$ cat src/rtl/udp_chan_reader.sv
// UDP channel-word reader: frames of <channel id, CAPACITY payload bytes> update one
// channel word, fire a trigger on an all-0xFF payload, or are rejected and counted.
module udp_chan_reader #(
    parameter int unsigned CAPACITY = 4,
    parameter int unsigned CHANNELS = 2,
    parameter int unsigned CHK_LEN  = 1
) (
    input  logic                           clk,
    input  logic                           rstn,
    input  logic                           valid,
    input  logic                           rx_end,
    input  logic [7:0]                     i_data,
    input  logic [15:0]                    i_len,
    output logic [CHANNELS*CAPACITY*8-1:0] o_data,
    output logic [CHANNELS-1:0]            o_upd,
    output logic                           error,
    output logic                           trig,
    output logic [7:0]                     trig_ch,
    output logic [7:0]                     err_cnt
);

    localparam int unsigned WORD_W    = CAPACITY * 8;
    localparam int unsigned FRAME_LEN = CAPACITY + 1;

    typedef enum logic [1:0] {IDLE, RECV, DROP} state_t;

    state_t            state, state_nxt;
    logic [15:0]       cnt, cnt_nxt, cnt_eff;
    logic [WORD_W-1:0] stage, stage_nxt, stage_eff;
    logic [7:0]        id, id_nxt, id_eff;
    logic              frame_done, frame_ok, all_ff, all_zero;

    // State register
    always_ff @(posedge clk or negedge rstn) begin
        if (!rstn) state <= IDLE;
        else       state <= state_nxt;
    end

    // Next state; the byte of this cycle is folded in before an rx_end evaluates the frame
    always_comb begin
        state_nxt  = state;
        cnt_eff    = cnt;
        stage_eff  = stage;
        id_eff     = id;
        frame_done = 1'b0;
        frame_ok   = 1'b0;
        all_ff     = 1'b0;
        all_zero   = 1'b0;

        if (valid) begin
            cnt_eff = (cnt == 16'hFFFF) ? cnt : cnt + 16'd1;
            if (state != DROP) begin
                if (cnt == 16'd0) id_eff = i_data;
                for (int i = 1; i <= int'(CAPACITY); i++) begin
                    if (cnt == 16'(i)) stage_eff[(int'(CAPACITY) - i) * 8 +: 8] = i_data;
                end
            end
        end

        case (state)
            IDLE:    if (valid) state_nxt = RECV;
            RECV:    if (valid && cnt >= 16'(FRAME_LEN)) state_nxt = DROP;
            default: state_nxt = state;
        endcase

        cnt_nxt   = cnt_eff;
        stage_nxt = stage_eff;
        id_nxt    = id_eff;

        if (rx_end) begin
            frame_done = 1'b1;
            frame_ok   = (cnt_eff == 16'(FRAME_LEN))
                       && ((CHK_LEN == 0) || (cnt_eff == i_len))
                       && ({1'b0, id_eff} < 9'(CHANNELS));
            all_ff     = (stage_eff == '1);
            all_zero   = (stage_eff == '0);
            state_nxt  = IDLE;
            cnt_nxt    = 16'd0;
            stage_nxt  = '0;
            id_nxt     = 8'd0;
        end
    end

    // Frame assembly registers
    always_ff @(posedge clk or negedge rstn) begin
        if (!rstn) begin
            cnt   <= 16'd0;
            stage <= '0;
            id    <= 8'd0;
        end else begin
            cnt   <= cnt_nxt;
            stage <= stage_nxt;
            id    <= id_nxt;
        end
    end

    // Frame results, registered on the rx_end edge
    always_ff @(posedge clk or negedge rstn) begin
        if (!rstn) begin
            o_data  <= '0;
            o_upd   <= '0;
            error   <= 1'b0;
            trig    <= 1'b0;
            trig_ch <= 8'd0;
            err_cnt <= 8'd0;
        end else begin
            o_upd <= '0;
            trig  <= 1'b0;
            if (frame_done) begin
                if (!frame_ok) begin
                    error <= 1'b1;
                    if (err_cnt != 8'hFF) err_cnt <= err_cnt + 8'd1;
                end else begin
                    error <= 1'b0;
                    if (all_ff) begin
                        trig    <= 1'b1;
                        trig_ch <= id_eff;
                    end else if (!all_zero) begin
                        for (int k = 0; k < int'(CHANNELS); k++) begin
                            if (id_eff == 8'(k)) begin
                                o_data[k * int'(WORD_W) +: WORD_W] <= stage_eff;
                                o_upd[k] <= 1'b1;
                            end
                        end
                    end
                end
            end
        end
    end

endmodule

$ cat config.mk
export PLATFORM = sky130hd
export DESIGN_NAME = udp_chan_reader
export DESIGN_NICKNAME = d
export VERILOG_FILES = /design/src/rtl/udp_chan_reader.sv
export SDC_FILE = /design/constraint.sdc
export NUM_CORES = 1
export LEC_CHECK = 0
export ABC_AREA = 0
export CAP_MARGIN = 10
export CORE_MARGIN = 8
export CORE_UTILIZATION = 55
export DETAILED_ROUTE_END_ITERATION = 7
export HOLD_SLACK_MARGIN = 0.12
export PLACE_DENSITY = 0.81
export SLEW_MARGIN = 10
export SYNTH_ARGS = -nofsm -noshare
export SYNTH_HDL_FRONTEND = slang
export SYNTH_SLANG_ARGS = --single-unit
export TNS_END_PERCENT = 100
$ cat constraint.sdc
create_clock -name clk -period 4.55 [get_ports clk]
set_input_delay 0.6825 -clock clk [delete_from_list [all_inputs] [get_ports clk]]
set_output_delay 0.6825 -clock clk [all_outputs]
set_load 0.1 [all_outputs]
; ---- Word-level counts from Yosys, hierarchy flattened
; Cells that the tools add are included.
[classes]
n_reduce_logical = 13
bitwise = 3
n_addsub = 2
mux = 32
eq_ne = 14
magnitude_cmp = 2
[op_table]
columns = operator, count
row1 = two-way mux 32 bit, 3
row2 = two-way mux 8 bit, 8
row3 = two-way mux 16 bit, 3
row4 = "== test 16 x 2 -> 1 bit, second input constant", 2
row5 = "== test 16 x 3 -> 1 bit, second input constant", 2
row6 = "== test 32 bit, second input constant", 1
row7 = logical NOT 32 bit, 1
row8 = "adder 16 x 1 -> 16 bit, second input constant", 1
row9 = "== test 16 x 1 -> 1 bit, second input constant", 1
row10 = == test 16 bit, 1
row11 = "== test 16 bit, second input constant", 1
row12 = "greater-or-equal comparator 16 x 3 -> 1 bit, second input constant", 1
row13 = logical NOT 16 bit, 1
row14 = two-way mux 2 bit, 7
row15 = two-way mux 1 bit, 10
row16 = AND reduction 5 bit, 2
row17 = AND reduction 3 bit, 3
row18 = "adder 8 x 1 -> 8 bit, second input constant", 1
row19 = "== test 8 x 1 -> 1 bit, second input constant", 1
row20 = logical NOT 8 bit, 1
row21 = "< comparator 8 x 2 -> 1 bit, second input constant", 1
row22 = "!= test 8 bit, second input constant", 1
row23 = "!= test 3 bit, second input constant", 2
row24 = case mux 2 bit (2 select lines), 1
row25 = other kinds (6), 10
[word_totals]
out_inout_bits = 84
input_bits = 28
ff_bits = 142
word_cells = 77

; ---- Longest topological paths before layout
[logic_depth]
ltp_word = 10
ltp_mapped = 12
ltp_nobuf = 10

; ---- Worst setup path before layout
; No wires, ideal clock.
[synth_path]
path_kind = input to register
start = input port valid
end = register o_data[10]
stages = 11
setup_time_ns = 0.125
t_arrival_ns = 3.302
n_path_buf = 3
setup_slack_ns = 1.123
required_time_ns = 4.425
path_cell_list = buf_2 and4_1 clkbuf_1 a31oi_1 a22oi_1 nor4bb_1 nand4_1 a311oi_2 nand4_2 buf_6 mux2_4
[synth_between]
elab_chain_len = 6
elab_cells_between_ends = 17
classes_between = 1 x order compare / 3 x eq/ne / 6 x mux / 2 x bitwise / 5 x reduce/logical
[synth_lines]
columns = element, line
row1 = start: declaration, 10  ; input logic valid,
row2 = branches (longest 6 deep; another with < comparator 8 x 2 -> 1 bit), -
row3 = end signal: indexed assignment, 121  ; o_data[k * int'(WORD_W) +: WORD_W] <= stage_eff;
row4 = end: declaration, 14  ; output logic [CHANNELS*CAPACITY*8-1:0] o_data,
; Several ways; the timed one is not identified.
; A chain may end at the register's enable or synchronous reset.

; ---- Final worst setup path
[layout_path]
start = register cnt[13]
end = register trig_ch[0]
[layout_between]
elab_chain_len = 8
elab_cells_between_ends = 27
classes_between = 1 x add/sub / 1 x order compare / 8 x eq/ne / 13 x mux / 4 x reduce/logical
[layout_lines]
columns = element, line
row1 = start: declaration, 28  ; logic [15:0] cnt, cnt_nxt, cnt_eff;
row2 = start signal: assignment, 91  ; cnt <= cnt_nxt;
row3 = "adder 16 x 1 -> 16 bit, or another cell as far along", 51  ; cnt_eff = (cnt == 16'hFFFF) ? cnt : cnt + 16'd1;
row4 = two-way mux 16 bit or two-way mux 8 bit (tied branches), "51, 53"
row5 = two-way mux 16 bit or two-way mux 8 bit (tied branches), "50, 52"
row6 = "== test 16 x 3 -> 1 bit, or another cell as far along", 72  ; frame_ok = (cnt_eff == 16'(FRAME_LEN))
row7 = logical AND 1 bit or < comparator 8 x 2 -> 1 bit (tied branches), "73, 74"
row8 = logical AND 1 bit, 74  ; && ({1'b0, id_eff} < 9'(CHANNELS));
row9 = two-way mux 1 bit, 70  ; if (rx_end) begin
row10 = AND reduction 3 bit (no source line), -
row11 = end signal: assignment, 117  ; trig_ch <= id_eff;
row12 = end: declaration, 18  ; output logic [7:0] trig_ch,
; Several ways; a longest one is shown, not always the timed one.

==> run summary <==
==============================================================================
Fill cell count                                                            963
Number of clock buffers inserted by TritonCTS                               17
CORE AREA                                                            13200 um2
Length of the first detailed-routing pass in iterations                      6
Buffer count from post-CTS setup fixing                                      0
Endpoint required time on the critical path                            4.85 ns
Yosys top cell by area                                                 dfrtp_1
Min Hold Slack                                                        0.414 ns
Leak                                                                   4.32 nW
Outcome                                                           finished, final reports clean
Vias after detailed routing                                               5715
Post-synthesis net count                                                   691
Width of the die                                                        132 um
Peak supply drop                                                        272 uV
Violation count after the first detailed-route iteration                   331
Layout Skew                                                         0.00814 ns
HPWL after DPL                                                        13600 um
Share of Yosys cell area claimed by the top area cell type               47.8%
Max Slew Vio Count                                                           0
Number of failing setup endpoints in the final timing report                 0
Clock Sink Count                                                           142
Seq/Total Area, Yosys                                                    47.8%
Critical path class                                                    reg2reg
Path class of the lowest-slack min-delay path                         in2async
Post-synthesis cell area                                              7430 um2
P per Cell Area                                                     365 nW/um2
Cells after synthesis                                                      658
Most used standard cell by instance count after synthesis              dfrtp_1
# Max-Cap Violations                                                         0
Unrepaired setup endpoints after global routing                             no
Register area                                                         3550 um2
Top cells by area in the synthesized netlist                      dfrtp_1, mux2_4, mux2_2
Number of antenna diodes                                                     0
GRT Overall Usage                                                        22.6%
Cts repair resizes                                                           0
FFs w/ async S/R, synth                                                   100%
Wire length reported by the detailed router                           19600 um
Final clock period utilization by the worst path                         86.1%
Chip Height                                                             132 um
TritonCTS clock tree                                                      done
Slew at the pin closest to its max-slew limit                          1.03 ns
Library cells used by synthesis                                             70
Biggest fanout along the worst timing path                                  14
Proportion of layout cells with a drive suffix above 1                   19.6%
Post-DR wirelength/cell                                                20.6 um
Slew Limit Headroom                                                      31.2%
PnR Total Power                                                        3.38 mW
Type of element launching the critical path                               flop
Initial cell density of the core                                         56.1%
Most numerous cell types in the synthesized netlist               dfrtp_1, mux2_4, nand2_1, nor2_1, mux2_2
Flip-flop and latch count after synthesis                                  142
Maximum count of clock buffers along a single path                           2
Clock slew at reported path FFs                                        0.06 ns
Cells on worst reg2reg path                                                  8
Number of H-tree levels                                                      4
Synthesized area divided by synthesized cell count                    11.3 um2
RePlAce Congestion                                                       0.923
Num rows                                                                    42
Post-detailed-route DRC marker count                                         0
Primary FF master, synth                                               dfrtp_1
Final period demand of the worst path                                  3.92 ns
Via count of the first global-routing pass                                5977
Die footprint                                                        17500 um2
Crit path arrival time                                                 4.22 ns
Hold-fix buffers at CTS                                                      0
Upper clock frequency limit                                          0.255 GHz
Net count reported at finish                                               795
Yosys warnings                                                               0
CP endpoint kind                                                          flop
Layout Area Growth over Synthesis                                        24.5%
Buffer cell driving the clock tree root                              clkbuf_16
Insertion delay of the later-clocked pin in the worst-skew pair        0.42 ns
Top-level I/O count                                                        112
Total congestion overflow after global routing                               0
Least setup slack across all paths after layout                       0.632 ns
Pin count of the biggest net entering global routing                       116
Post-detailed-route via-to-cell ratio                                     6.01
Initial antenna violation count                                              0
First-pass GRT wire length                                            32000 um
Quantity of I/O buffers inserted on ports                                  111
Antenna-violating nets left                                                  0
Total count of hold-check failures in the final report                       0
Area used by multi-input combinational logic                          3620 um2
Final setup TNS                                                           0 ns
EDFF count, synth                                                            0
Setup Slack @ Placement                                               0.249 ns
==============================================================================
worst paths after layout:
check / from / end / slack [ns]
min reg2reg: trig_ch[5] / trig_ch[5] / 0.48
max: cnt[13] / trig_ch[0] / 0.63
max reg2reg: cnt[13] / trig_ch[0] / 0.63
min: rstn / cnt[12] / 0.41
max in group asynchronous: rstn / stage[24] / 3.13
min in group clk: trig_ch[5] / trig_ch[5] / 0.48
cell families (layout without fill, tap and decap cells):
group	after synthesis	after routing	share of synthesized area (%)
flip-flops	142	142	47.8
XOR/XNOR	19	19	2.24
multiplexers	102	102	18.2
adder cells (fa/ha/maj)	5	5	0.842
AND/OR/NAND/NOR	278	278	21.6
AO/OA/AOI/OAI	61	61	5.79
buffers and inverters	51	168	3.47
worst max-delay path: stages (launching register included):
cell and delay [ns]:
dfrtp_1 0.48, nor4_1 0.42, and3_1 0.57, nand4_4 0.34
mux2i_1 0.33, or4_1 0.56, nor4_1 0.40, nand4b_1 0.34
mux2_2 0.36
layout make-up:
class	instances	share of cell area (%)
Clock buffer	19	4.89
Clock inverter	13	1.49
Inverter	13	0.527
Multi-Input combinational cell	465	39.1
Sequential cell	142	38.4
Tap cell	176	2.38
Timing Repair Buffer	123	13.2
layer usage:
metal	wire length, um	global-route usage, %	vias to the layer above
li1	-	-	2602
met3	1230	5.53	53
met1	8130	26.8	2817
met5	0	0	-
met4	543	10.6	0
met2	9680	37.9	243
cells in the final DEF (no fill, tap or decap), drive strengths merged, types with 18 or more instances in the layout:
master,n
clkbuf,19
clkdlybuf4s50,109
dfrtp,142
mux2,89
nand2,46
nand3,22
nand4,27
nor2,42
nor2b,32
nor3,18
nor4,22
registers in the layout (all words and copies together), names as in the netlist:
| name | cells |
|---|---|
| o_data | 64 |
| stage | 32 |
| cnt | 16 |
| err_cnt | 8 |
| id | 8 |
| trig_ch | 8 |
| o_upd | 2 |
| state | 2 |
| error | 1 |
| trig | 1 |
per-stage QoR:
stage	std cells	area, um2	utilization (%)
global placement	919	8670	65.4
floorplan	658	7430	-
global route	951	9260	69.9
finish	951	9260	69.9
detailed placement	919	8670	65.4
CTS	951	9260	69.9
report_power, final:
part | total [mW] | internal, mW | switching [mW]
combinational | 0.623 | 0.178 | 0.445
sequential | 1.37 | 1.31 | 0.0514
clock | 1.39 | 0.837 | 0.551
total | 3.38 | 2.33 | 1.05
(Power assumes the default switching activity.)
==> patch 1 (same flow settings) <==
The parameter `CAPACITY` goes from 4 to 2.
--- a/src/rtl/udp_chan_reader.sv
+++ b/src/rtl/udp_chan_reader.sv
@@ -1,7 +1,7 @@
 // UDP channel-word reader: frames of <channel id, CAPACITY payload bytes> update one
 // channel word, fire a trigger on an all-0xFF payload, or are rejected and counted.
 module udp_chan_reader #(
-    parameter int unsigned CAPACITY = 4,
+    parameter int unsigned CAPACITY = 2,
     parameter int unsigned CHANNELS = 2,
     parameter int unsigned CHK_LEN  = 1
 ) (
Ports: changed (resized o_data); port bits go from 112 to 80. The function was not compared with the original's and may differ.
==> patch 1 against the original RTL <==
First-iteration DRC count grew 4.2%. Design area shrank 36%. Count of clock-buffer cells in the layout shrank 10. Wire length down 38%. Sequential share of layout area increased by 1.1 points. Worst setup slack got worse by 0.11 ns. Total power down 41%. Synthesized cell count down 33%. Sequential cell count shrank 48. Clock skew hardly changed. Register-to-register slack better by 0.05 ns. Core utilization fell by 1.3 points. Synthesized area shrank 34%. Largest cell class unchanged.
==> patch 1: results (changes against the original RTL) <==
* Count of plain and timing-repair buffers at 88 (-28%)
* Sequential cell count at 94 (-34%)
* Area contributors post-synth: dfrtp_1 (48%), mux2_2 (9.5%), nor2b_1 (2.8%)
* R2R setup slack at 0.68 ns (+0.05 ns)
* Detailed Routing Iterations Pass 1 at 5 (-1)
* Total GRT Usage at 21.0% (-1.6 points)
* Non-clk buf share at 14.4% (+1.2 points)
* RR Endpoint: o_data[4]
* Clock share of power at 28.8% (-12 points)
* Layout clock area frac at 3.41% (-3.0 points)
* Slew @ Worst Pin at 1.01 ns (-0.0161 ns)
* Total number of vias at 3877 (-32%)
* GP Congestion at 0.922 (-0.13%)
* Top Registers: o_data (32), cnt (16), stage (16)
* Critical path class: in -> reg
* Pin count of the biggest net entering global routing at 54 (-53%)
* Status: completed
* IO buf count at 79 (-29%)
* Invs w/o clock at 9 (-4)
* # H-tree levels at 3 (-1)
* Crit path max-delay family: simple AND/OR/NAND/NOR gates
* Clock insertion delay at the later pin of the skew report at 0.35 ns (-0.07 ns)
* Final HPWL DP at 8670 um (-36%)
* Multi-input combinational area share at 39.9% (+0.73 points)
* Clk_buf instances at 9 (-10)
* Initial antenna violation count at 0 (unchanged)
* CTS clk-pin slew, worst paths at 0.10 ns (+0.04 ns)
* Synth Net Count at 473 (-32%)
* Core box area at 8680 um^2 (-34%)
* Post-DP Area at 5750 um^2 (-34%)
* First-pass GRT wire length at 20200 um (-37%)
* Fraction of layout cells with a size suffix above 1 at 16.7% (-2.9 points)
* Root buf cell: clkbuf_8
* Post-synth top cells: dfrtp_1 (94), mux2_2 (41), nand2_1 (26)
* Layout fillers at 673 (-30%)
* Max clock buf depth at 2 (unchanged)
* Synth unique cells at 61 (-13%)
* Nets at 549 (-31%)
* Fraction of area in registers at 39.5% (+1.1 points)
* Crit. Startpoint: valid
* Comb. pwr at 0.495 mW (-21%)
* Layout multi-input combinational cell count at 314 (-32%)
* Internal at 1.29 mW (-45%)
* First-iteration detailed-routing DRC count at 345 (+4.2%)
* Routed WL at 12100 um (-38%)
* Leakage power at 2.71 nW (-37%)
* Worst clock skew at 0.00852 ns (+0.000378 ns)
* CP max FO at 17 (+3)
* Sequential share of the synthesized area at 48.2% (+0.41 points)
* Slowest CP cell: or4_4
* CP arrival at 4.27 ns (+0.05 ns)
## patch 1: through the flow
| step | total power, mW | hold slack (ns) | utilization, % | setup WS (ns) | cells |
|---|---|---|---|---|---|
| global placement | 1.43 | 0.472 | 66.2 | 0.278 | 613 |
| CTS | 2.01 | 0.375 | 68.6 | 0.597 | 629 |
| global route | 2.08 | 0.405 | 68.6 | 0.421 | 629 |
| detailed placement | 1.44 | 0.475 | 66.2 | 0.207 | 613 |
| finish | 2.00 | 0.346 | 68.6 | 0.524 | 629 |
| floorplan | 1.28 | 0.387 | - | 1.21 | 440 |
## patch 1: per-layer routing
metal	global-route usage (%)	vias to the layer above	share of wire, %
met5	0	-	0
met2	32.7	162	48
met1	29.1	1914	43
li1	-	1786	-
met4	5.23	0	1.2
met3	4.94	15	7.0
## patch 1: cell families after synthesis
group	synth area share (%)
AO/OA/AOI/OAI	8.75
flip-flops	48.2
multiplexers	13.7
buffers and inverters	3.15
adder cells (fa/ha/maj)	1.28
AND/OR/NAND/NOR	21.8
XOR/XNOR	3.15
==> patch 2 (same settings) <==
Without the edit above. Register the output `err_cnt` once more, without a reset; this adds one clock of latency there. The other outputs are not delayed to match.
--- a/src/rtl/udp_chan_reader.sv
+++ b/src/rtl/udp_chan_reader.sv
@@ -23,6 +23,8 @@
     localparam int unsigned FRAME_LEN = CAPACITY + 1;
 
     typedef enum logic [1:0] {IDLE, RECV, DROP} state_t;
+
+    logic [7:0] err_cnt_s0;
 
     state_t            state, state_nxt;
     logic [15:0]       cnt, cnt_nxt, cnt_eff;
@@ -102,14 +104,14 @@
             error   <= 1'b0;
             trig    <= 1'b0;
             trig_ch <= 8'd0;
-            err_cnt <= 8'd0;
+            err_cnt_s0 <= 8'd0;
         end else begin
             o_upd <= '0;
             trig  <= 1'b0;
             if (frame_done) begin
                 if (!frame_ok) begin
                     error <= 1'b1;
-                    if (err_cnt != 8'hFF) err_cnt <= err_cnt + 8'd1;
+                    if (err_cnt_s0 != 8'hFF) err_cnt_s0 <= err_cnt_s0 + 8'd1;
                 end else begin
                     error <= 1'b0;
                     if (all_ff) begin
@@ -128,5 +130,9 @@
         end
     end
 
+    always_ff @(posedge clk) begin
+        err_cnt <= err_cnt_s0;
+    end
+
 endmodule
 
Formal check against the unedited RTL: not equivalent (Yosys sat finds a counterexample within 4 cycles, from zero or initial values and one cycle with rstn low).
==> patch 2 against the original RTL <==
Design area increased by 1.7%. Sequential cell count increased by 8. Non-clock buffer count increased by 7. Wire length increased by 2.1%. Worst setup slack got worse by 0.018 ns. Synthesized area increased by 2.1%. Die area increased by 1.8%. Total power increased by 1.6%. Critical endpoint unchanged.
==> patch 2: results (changes against the original RTL) <==
* Slowest CP cell: clkdlybuf4s50_1
* Met1 Use GR at 29.2% (+2.4 points)
* Non-Filler Instances at 970 (+2.0%)
* Internal at 2.38 mW (+2.1%)
* Worst clock skew at 0.00855 ns (+0.000413 ns)
* Final HPWL DP at 13900 um (+2.6%)
* Met3 Track Usage GR at 5.95% (+0.42 points)
* Total number of vias at 5758 (+0.75%)
* GP Congestion at 0.969 (+5.0%)
* CP max FO at 13 (-1)
* Routed WL at 20000 um (+2.1%)
* Synth Instances at 666 (+1.2%)
* Detailed Routing Iterations Pass 1 at 4 (-2)
* M2 GR Usage at 37.1% (-0.80 points)
* Synth unique cells at 71 (+1.4%)
* CP arrival at 4.24 ns (+0.02 ns)
* R2R setup slack at 0.67 ns (+0.04 ns)
* Metal2 WL at 9650 um (-0.29%)
* Slew @ Worst Pin at 1.01 ns (-0.0176 ns)
* Post-DP Area at 8850 um^2 (+2.1%)
* Placed Instances at 938 (+2.1%)
* Total GRT Usage at 22.9% (+0.27 points)
* Synth Net Count at 699 (+1.2%)
* First-pass GRT wire length at 32400 um (+1.5%)
* Layout fillers at 1003 (+4.2%)
* Post-synth ARST share at 94.7% (-5.3 points)
* CP max stage delay at 0.70 ns (+0.13 ns)
* Status: completed
* Sequential share of the synthesized area at 49.0% (+1.1 points)
## patch 2: changes by cell type in the layout (fill, tap and decap cells not counted)
cell,before,now
clkbuf_1,0,2
buf_4,10,19
bufinv_16,2,1
dfxtp_1,0,8
nor4_4,1,0
inv_6,3,1
a2111oi_1,0,1
clkinv_2,4,3
buf_12,2,0
clkinv_4,1,3
a2111oi_0,1,0
nor4_2,0,1
## patch 2: cells by family after synthesis
family                   count (synthesis)  share of synthesized area [%]
buffers and inverters                   51                           3.40
adder cells (fa/ha/maj)                  5                          0.825
flip-flops                             150                           49.0
AO/OA/AOI/OAI                           61                           5.69
multiplexers                           102                           17.9
AND/OR/NAND/NOR                        278                           21.1
XOR/XNOR                                19                           2.19
## patch 2: how the worst max path moves through the flow
| stage | cells past startpoint | to | startpoint | slack (ns) |
|---|---|---|---|---|
| after floorplan | 11 | o_data[10] | valid | 1.18 |
| after global placement | 10 | o_data[0] | valid | 0.31 |
| after detailed placement | 9 | trig_ch[0] | valid | 0.25 |
| after CTS | 9 | trig_ch[0] | valid | 0.69 |
| after global routing | 9 | trig_ch[0] | valid | 0.45 |
| final | 9 | trig_ch[0] | valid | 0.61 |
## patch 2: final cells by class
class,instances,area (um^2),share of cell area (%)
clock buffer,21,460,4.89
clock inverter,11,103,1.09
inverter,13,48.8,0.518
multi-input combinational,465,3610,38.4
sequential,150,3710,39.4
tap,180,225,2.39
timing repair buffer,130,1250,13.3
## patch 2: power groups by stage
stage | logic (mW) | registers (mW) | clock network [mW]
after detailed placement | 0.618 | 1.50 | 0
after CTS | 0.622 | 1.48 | 1.35
after global routing | 0.653 | 1.49 | 1.41
after global placement | 0.608 | 1.50 | 0
after floorplan | 0.197 | 1.73 | 0
final | 0.620 | 1.48 | 1.33
